`src/rtl/pc_cpsr_unit.sv`:
```
// pc_cpsr_unit: PC/CPSR stage with fetch-run FSM, commit strobe, next-PC resolve and
// saturating retire/taken counters.
module pc_cpsr_unit #(
  parameter logic [31:0] RESET_PC = 32'h0000_0000,
  parameter int          CNT_W    = 32
) (
  input  logic             clk,
  input  logic             reset_n,
  input  logic             run,
  input  logic             imem_ready,
  input  logic [31:0]      instr,
  input  logic             branch,
  input  logic             jump,
  input  logic             bvf,
  input  logic             ben,
  input  logic             cpsr_update,
  input  logic             cpsr_reset,
  input  logic             alu_zero,
  input  logic             alu_neg,
  input  logic             alu_carry,
  input  logic             alu_ovf,
  output logic [31:0]      pc,
  output logic [31:0]      pc_plus4,
  output logic             commit,
  output logic             taken,
  output logic [3:0]       cpsr,
  output logic [1:0]       state,
  output logic [CNT_W-1:0] instr_count,
  output logic [CNT_W-1:0] taken_count
);
  typedef enum logic [1:0] {IDLE = 2'd0, RUN = 2'd1, STALL = 2'd2, HALT = 2'd3} state_t;
  state_t      st;
  logic        cond;
  logic [31:0] br_tgt, jmp_tgt, pc_next;
  logic        unused_instr;
  assign unused_instr = ^instr[31:26];
  assign state    = st;
  assign commit   = (st == RUN || st == STALL) && run && imem_ready;
  // bvf/ben look at the flags left by the previous instruction
  assign cond     = (branch & alu_zero) | (bvf & cpsr[0]) | (ben & cpsr[3]);
  assign taken    = commit & (jump | cond);
  assign pc_plus4 = pc + 32'd4;
  assign br_tgt   = pc_plus4 + {{14{instr[15]}}, instr[15:0], 2'b00};
  assign jmp_tgt  = {pc_plus4[31:28], instr[25:0], 2'b00};
  assign pc_next  = jump ? jmp_tgt : cond ? br_tgt : pc_plus4;
  always_ff @(posedge clk or negedge reset_n) begin
    if (!reset_n) begin
      st          <= IDLE;
      pc          <= RESET_PC;
      cpsr        <= 4'd0;
      instr_count <= '0;
      taken_count <= '0;
    end else begin
      st <= (st == IDLE || st == HALT) ? (run ? RUN : st) : (!run ? HALT : imem_ready ? RUN : STALL);
      if (commit) begin
        pc          <= pc_next;
        cpsr        <= cpsr_reset ? 4'd0 : cpsr_update ? {alu_neg, alu_zero, alu_carry, alu_ovf} : cpsr;
        instr_count <= &instr_count ? instr_count : instr_count + 1'b1;
      end
      if (taken)
        taken_count <= &taken_count ? taken_count : taken_count + 1'b1;
    end
  end
endmodule

```
`config.mk`:
```
export PLATFORM = sky130hd
export DESIGN_NAME = pc_cpsr_unit
export DESIGN_NICKNAME = d
export VERILOG_FILES = /design/src/rtl/pc_cpsr_unit.sv
export SDC_FILE = /design/constraint.sdc
export NUM_CORES = 1
export LEC_CHECK = 0
export CAP_MARGIN = 20
export CORE_ASPECT_RATIO = 2
export CORE_UTILIZATION = 54
export DETAILED_ROUTE_END_ITERATION = 6
export GPL_ROUTABILITY_DRIVEN = 0
export MAX_ROUTING_LAYER = met4
export PLACE_DENSITY = 0.87
export SYNTH_ARGS = -nofsm -noshare
export SYNTH_HDL_FRONTEND = slang
export SYNTH_SLANG_ARGS = --single-unit
export TNS_END_PERCENT = 10
```
`constraint.sdc`:
```
create_clock -name clk -period 10.4 [get_ports clk]
set_input_delay 1.56 -clock clk [delete_from_list [all_inputs] [get_ports clk]]
set_output_delay 1.56 -clock clk [all_outputs]
set_load 0.03 [all_outputs]
```
---- Word-level counts from Yosys, hierarchy flattened ----
Index checks and enable logic that the tools add are counted.
storage, ports and cells
  register bits ........................... 102
  output and inout bits ................... 136
operators by class
  add/sub/neg operators ................... 4
  equal/unequal tests ..................... 4
  muxes and demuxes ....................... 8
  bitwise gates (word level) .............. 9
  reduce and logical (&&, ||, !) cells .... 11
operator list
  operator                                              count
  adder 32 x 1 -> 32 bit (second input constant)        2
  2-to-1 mux 32 bit                                     2
  AND reduction 32 bit                                  2
  adder 32 x 3 -> 32 bit (second input constant)        1
  adder 32 bit                                          1
  2-to-1 mux 2 bit                                      4
  2-to-1 mux 4 bit                                      2
  AND reduction 2 bit                                   3
  AND 1 bit                                             4
  equality test 2 bit (second input constant)           2
  OR 1 bit                                              3
  equality test 2 x 1 -> 1 bit (second input constant)  1
  logical AND 1 bit                                     2
  zero test 2 bit                                       1
  logical OR 1 bit                                      2
  != test 2 bit (second input constant)                 1
  NOT 1 bit                                             2
  nonzero test 2 bit                                    1

---- Logic depth before layout (Yosys ltp) ----
  word-level depth ........................ 6
  mapped depth ............................ 17
  gate-level depth less buffers ........... 16

---- Least setup slack after synthesis ----
OpenSTA, ideal clock, no wires.
  path kind ............................... input to output
  from .................................... input port imem_ready
  to ...................................... output port commit
  arrival time ............................ 2.774 ns
  data required time ...................... 8.840 ns
  path slack .............................. 6.066 ns
  stages .................................. 6
  cell sequence ........................... nand2_1 -> or2_1 -> buf_2 -> inv_1 -> clkbuf_1 -> clkbuf_1
between the ends
  cells in the longest elaborated chain, start to end .. 1
RTL lines
  item               RTL line  source
  from (decl)        10        input logic imem_ready,
  logical AND 1 bit  38        assign commit = (st == RUN || st == STALL) && run && imem_ready;
  to (decl)          24        output logic commit,
Every way passes these cells.

---- Worst setup path in the final report ----
  from .................................... input port run
  to ...................................... output port commit
between the ends
  cells in the longest elaborated chain, start to end .. 2
RTL lines
  item                             RTL line  source
  from (decl)                      9         input logic run,
  logical AND 1 bit (2 in series)  38
Every way passes these cells.

==> summary.txt <==
Logic synthesis
  – Number of register bits inferred by synthesis: 100
  – Ys Warns: 0
  – Synthesized instance count: ~800
  – Synthesized area: approximately 7000 µm²
  – Dominant synthesized flop cell: sky130_fd_sc_hd__dfrtp_1
  – Number of enable-type register cells in the synthesized netlist: 0
  – Unique cell type count in the Yosys netlist: between 70 and 80
  – Syn Area/Cell: slightly below 9 µm²
  – Fraction of registers with async set or reset after synthesis: 1.00
  – Sequential area share after synthesis: 0.348

Pwr
  – Combinational group share of total power: 0.619
  – Power density normalized to cell area: ~260 nW/µm²
  – Static leakage: 4.00 nW
  – Sequential cell fraction of total power: 0.244
  – Worst ir drop on vdd: 0.182 mV
  – Part of the total power dissipated in the clock network: 0.137
  – Cell internal power dissipation: ~1.2 mW
  – Overall power of the completed layout: 2.45 mW
  – Switching power: around 1.2 mW
  – Switching fraction of total power: 0.493

Timing
  – Fmax: ~0.17 GHz
  – Count of pins over their slew limit: 0
  – Final worst path period need: 5.88 ns
  – Final period util: 0.565
  – Unrepaired setup endpoints after global routing: no
  – Crit path setup slack, layout: 4.52 ns
  – Skew final: ~0.016 ns
  – Actual slew at the worst max-slew pin: 0.926 ns
  – Sum of negative setup slack: 0 ns
  – Hold Fails Final Rpt: 0
  – Tightest slew margin relative to the limit: 0.381
  – Number of setup violations in the final report: 0

Routing
  – Iteration-0 DRC count of the detailed router: 315
  – Vias per std cell: 6.14
  – Detailed Routing Iterations Pass 1: 5
  – Routed wire length: about 21000 µm
  – Routed WL per cell: around 19 µm
  – Via count: approximately 6.9k
  – Post-detailed-route count of antenna-violating nets: 0
  – Remaining DRCs: 0

Worst setup path
  – Series of cell instances along the critical path: clkdlybuf4s50_1 > nand2_1 > or2_2 > buf_4 > inv_1 > clkdlybuf4s50_1
  – Most common cell type on the critical path: sky130_fd_sc_hd__clkdlybuf4s50_1
  – Crit path kind: input port to primary output
  – Arrival time worst endpoint: around 4.3 ns
  – Worst-path cell with the longest stage delay: sky130_fd_sc_hd__clkdlybuf4s50_1
  – Req. time, crit path: between 8 and 9 ns
  – Setup crit end kind: primary output
  – Type of origin of the critical path: input port
  – Cell family with most CP delay: buffers and inverters
  – Buffering stage count on the worst path with inverters included: 4
  – Slowest stage delay, CP: 0.80 ns
  – CP Max Fanout: 63

Layout
  – Filler Cell Count: between 1k and 1.5k
  – Share of final-layout standard cells stronger than drive strength 1: 0.0661
  – Final nets: approximately 1.0k
  – Number of inserted diodes: 0
  – Area growth syn-to-layout: 29.2%

Clock network
  – Post-cts hold buffer count: 0
  – Number of sinks handled by clock tree synthesis: 100
  – Number of instances resized during post-cts repair: 0
  – Post-CTS Setup Bufs: 0
  – Cell at the root of the clock tree: sky130_fd_sc_hd__clkbuf_16
  – CTS max path bufs: 2
  – Clock tree from TritonCTS: done
  – Worst-Skew Late Latency: around 0.35 ns
  – Clock transition at the register clock pins on the worst setup and hold paths after CTS: approximately 0.080 ns
  – H-tree depth reported by CTS: 3
  – Clock buffer count from CTS: 9

Global routing
  – Residual overflow from global routing: 0
  – Antenna violations before repair: 0
  – Total global routing track utilization: 0.323
  – Via count of the first global-routing pass: about 7k
  – Largest net degree at the start of global routing: 64
  – First-pass GRT wire length: approximately 34000 µm

Min path
  – Worst min-delay path category: flip-flop to flip-flop

Floorplan
  – I/O pin total: approximately 180
  – Core region area: approximately 13000 µm²
  – Vertical die dimension: around 170 µm
  – DIE WIDTH: between 80 and 90 µm
  – Area of the die: 13800 µm²
  – Initial core utilization: 0.554
  – Row cnt: between 50 and 60

Placed design
  – HPWL reported at the end of detailed placement: between 15000 and 20000 µm
  – Number of input and output port buffers inserted: about 170
  – Worst slack at placement: ~4.6 ns

Run status
  – Run status: finished, final reports clean

Flow run
  – Max Cap Violations: 0
## kinds of logic (layout without fill, tap and decap cells)
logic type	after synthesis	count (layout)	synth area share
AOI/OAI and AO/OA	180	180	0.172
xor gates and xnor gates	110	110	0.134
adders and majority gates	39	39	0.0688
buffers and inverters	52	213	0.0309
DFF	100	100	0.348
muxes	5	5	0.00765
other	1	4	0.000521
and+or+nand+nor	317	317	0.239
## power by group through the flow
| stage | Clock (mW) | Sequential, mW | Combinational (mW) |
|---|---|---|---|
| 6_report | 0.337 | 0.598 | 1.52 |
| 5_1_grt | 0.354 | 0.612 | 1.63 |
| 4_1_cts | 0.342 | 0.595 | 1.51 |
| 3_5_place_dp | 0 | 0.601 | 1.49 |
| 3_3_place_gp | 0 | 0.599 | 1.48 |
| 2_1_floorplan | 0 | 0.731 | 0.844 |
## registers in the layout, indices dropped and copies added, names as in the netlist
| signal | cells |
|---|---|
| cpsr | 4 |
| pc | 30 |
| state | 2 |
| taken_count | 32 |
| instr_count | 32 |
## stage by stage
step | util | cell area, µm² | std cells | hold slack [ns]
after detailed placement | 0.693 | 9000 | 1104 | 0.489
after floorplan | - | 7210 | 807 | 0.664
final | 0.716 | 9300 | 1120 | 0.499
after CTS | 0.716 | 9300 | 1120 | 0.500
after global routing | 0.716 | 9300 | 1120 | 0.525
after global placement | 0.693 | 9000 | 1104 | 0.480
## cell usage after synthesis, drive strengths merged, types with 9 or more instances
cell    number  area (µm²)
and3        16         105
clkbuf      20        75.1
buf         10        65.1
nor2        51         191
and4        13         119
inv         22        82.6
nand2       94         353
and2         9        58.8
a211oi      11        92.6
nor3        20         120
nand4       28         205
a21oi       42         214
xor2        40         350
ha          38         475
dfrtp      100        2500
xnor2       70         613
a21o        15         114
o21ai       43         215
nand3       42         210
a31oi       11        68.8
nor4        13         134
nor2b       10        62.6
## path summary, 6_finish.rpt
check,start,to,slack (ns),cells after the start
min,instr_count[21]$_DFFE_PN0P_,instr_count[21]$_DFFE_PN0P_,0.50,1
min reg2reg,instr_count[21]$_DFFE_PN0P_,instr_count[21]$_DFFE_PN0P_,0.50,1
max reg2reg,pc[2]$_DFFE_PN0P_,pc[25]$_DFFE_PN0P_,6.07,14
max,run,commit,4.52,6
min in group asynchronous,reset_n,taken_count[10]$_DFFE_PN0P_,1.22,1
max in group asynchronous,reset_n,instr_count[4]$_DFFE_PN0P_,8.04,2
## final cells by class
class                      instances  area (µm²)  area share
multi-input combinational        655        4480       0.482
tap                              152         190      0.0205
sequential                       100        2500       0.269
clock inverter                     7        75.1     0.00807
clock buffer                       9         225      0.0242
timing repair buffer             175        1740       0.187
inverter                          22        82.6     0.00888
## routing by layer
metal / routed length [µm] / track usage / vias to the layer above
li1: - / - / 3229
met4: 1390 / 0.215 / 0
met3: 1090 / 0.0522 / 86
met1: 7310 / 0.312 / 3272
met5: 0 / - / -
met2: 11400 / 0.588 / 290
## cells in the final DEF (no fill, tap or decap), types with 15 or more instances in the layout
master and instances:
sky130_fd_sc_hd__nor3_1 16, sky130_fd_sc_hd__xor2_1 40, sky130_fd_sc_hd__dfrtp_1 100, sky130_fd_sc_hd__ha_1 38
sky130_fd_sc_hd__nor2_1 51, sky130_fd_sc_hd__clkdlybuf4s50_1 170, sky130_fd_sc_hd__o21ai_0 31, sky130_fd_sc_hd__and3_1 15
sky130_fd_sc_hd__inv_1 21, sky130_fd_sc_hd__xnor2_1 70, sky130_fd_sc_hd__nand4_1 26, sky130_fd_sc_hd__a21oi_1 41
sky130_fd_sc_hd__nand3_1 42, sky130_fd_sc_hd__nand2_1 94
Note: power is estimated with default switching activity, not from simulation.
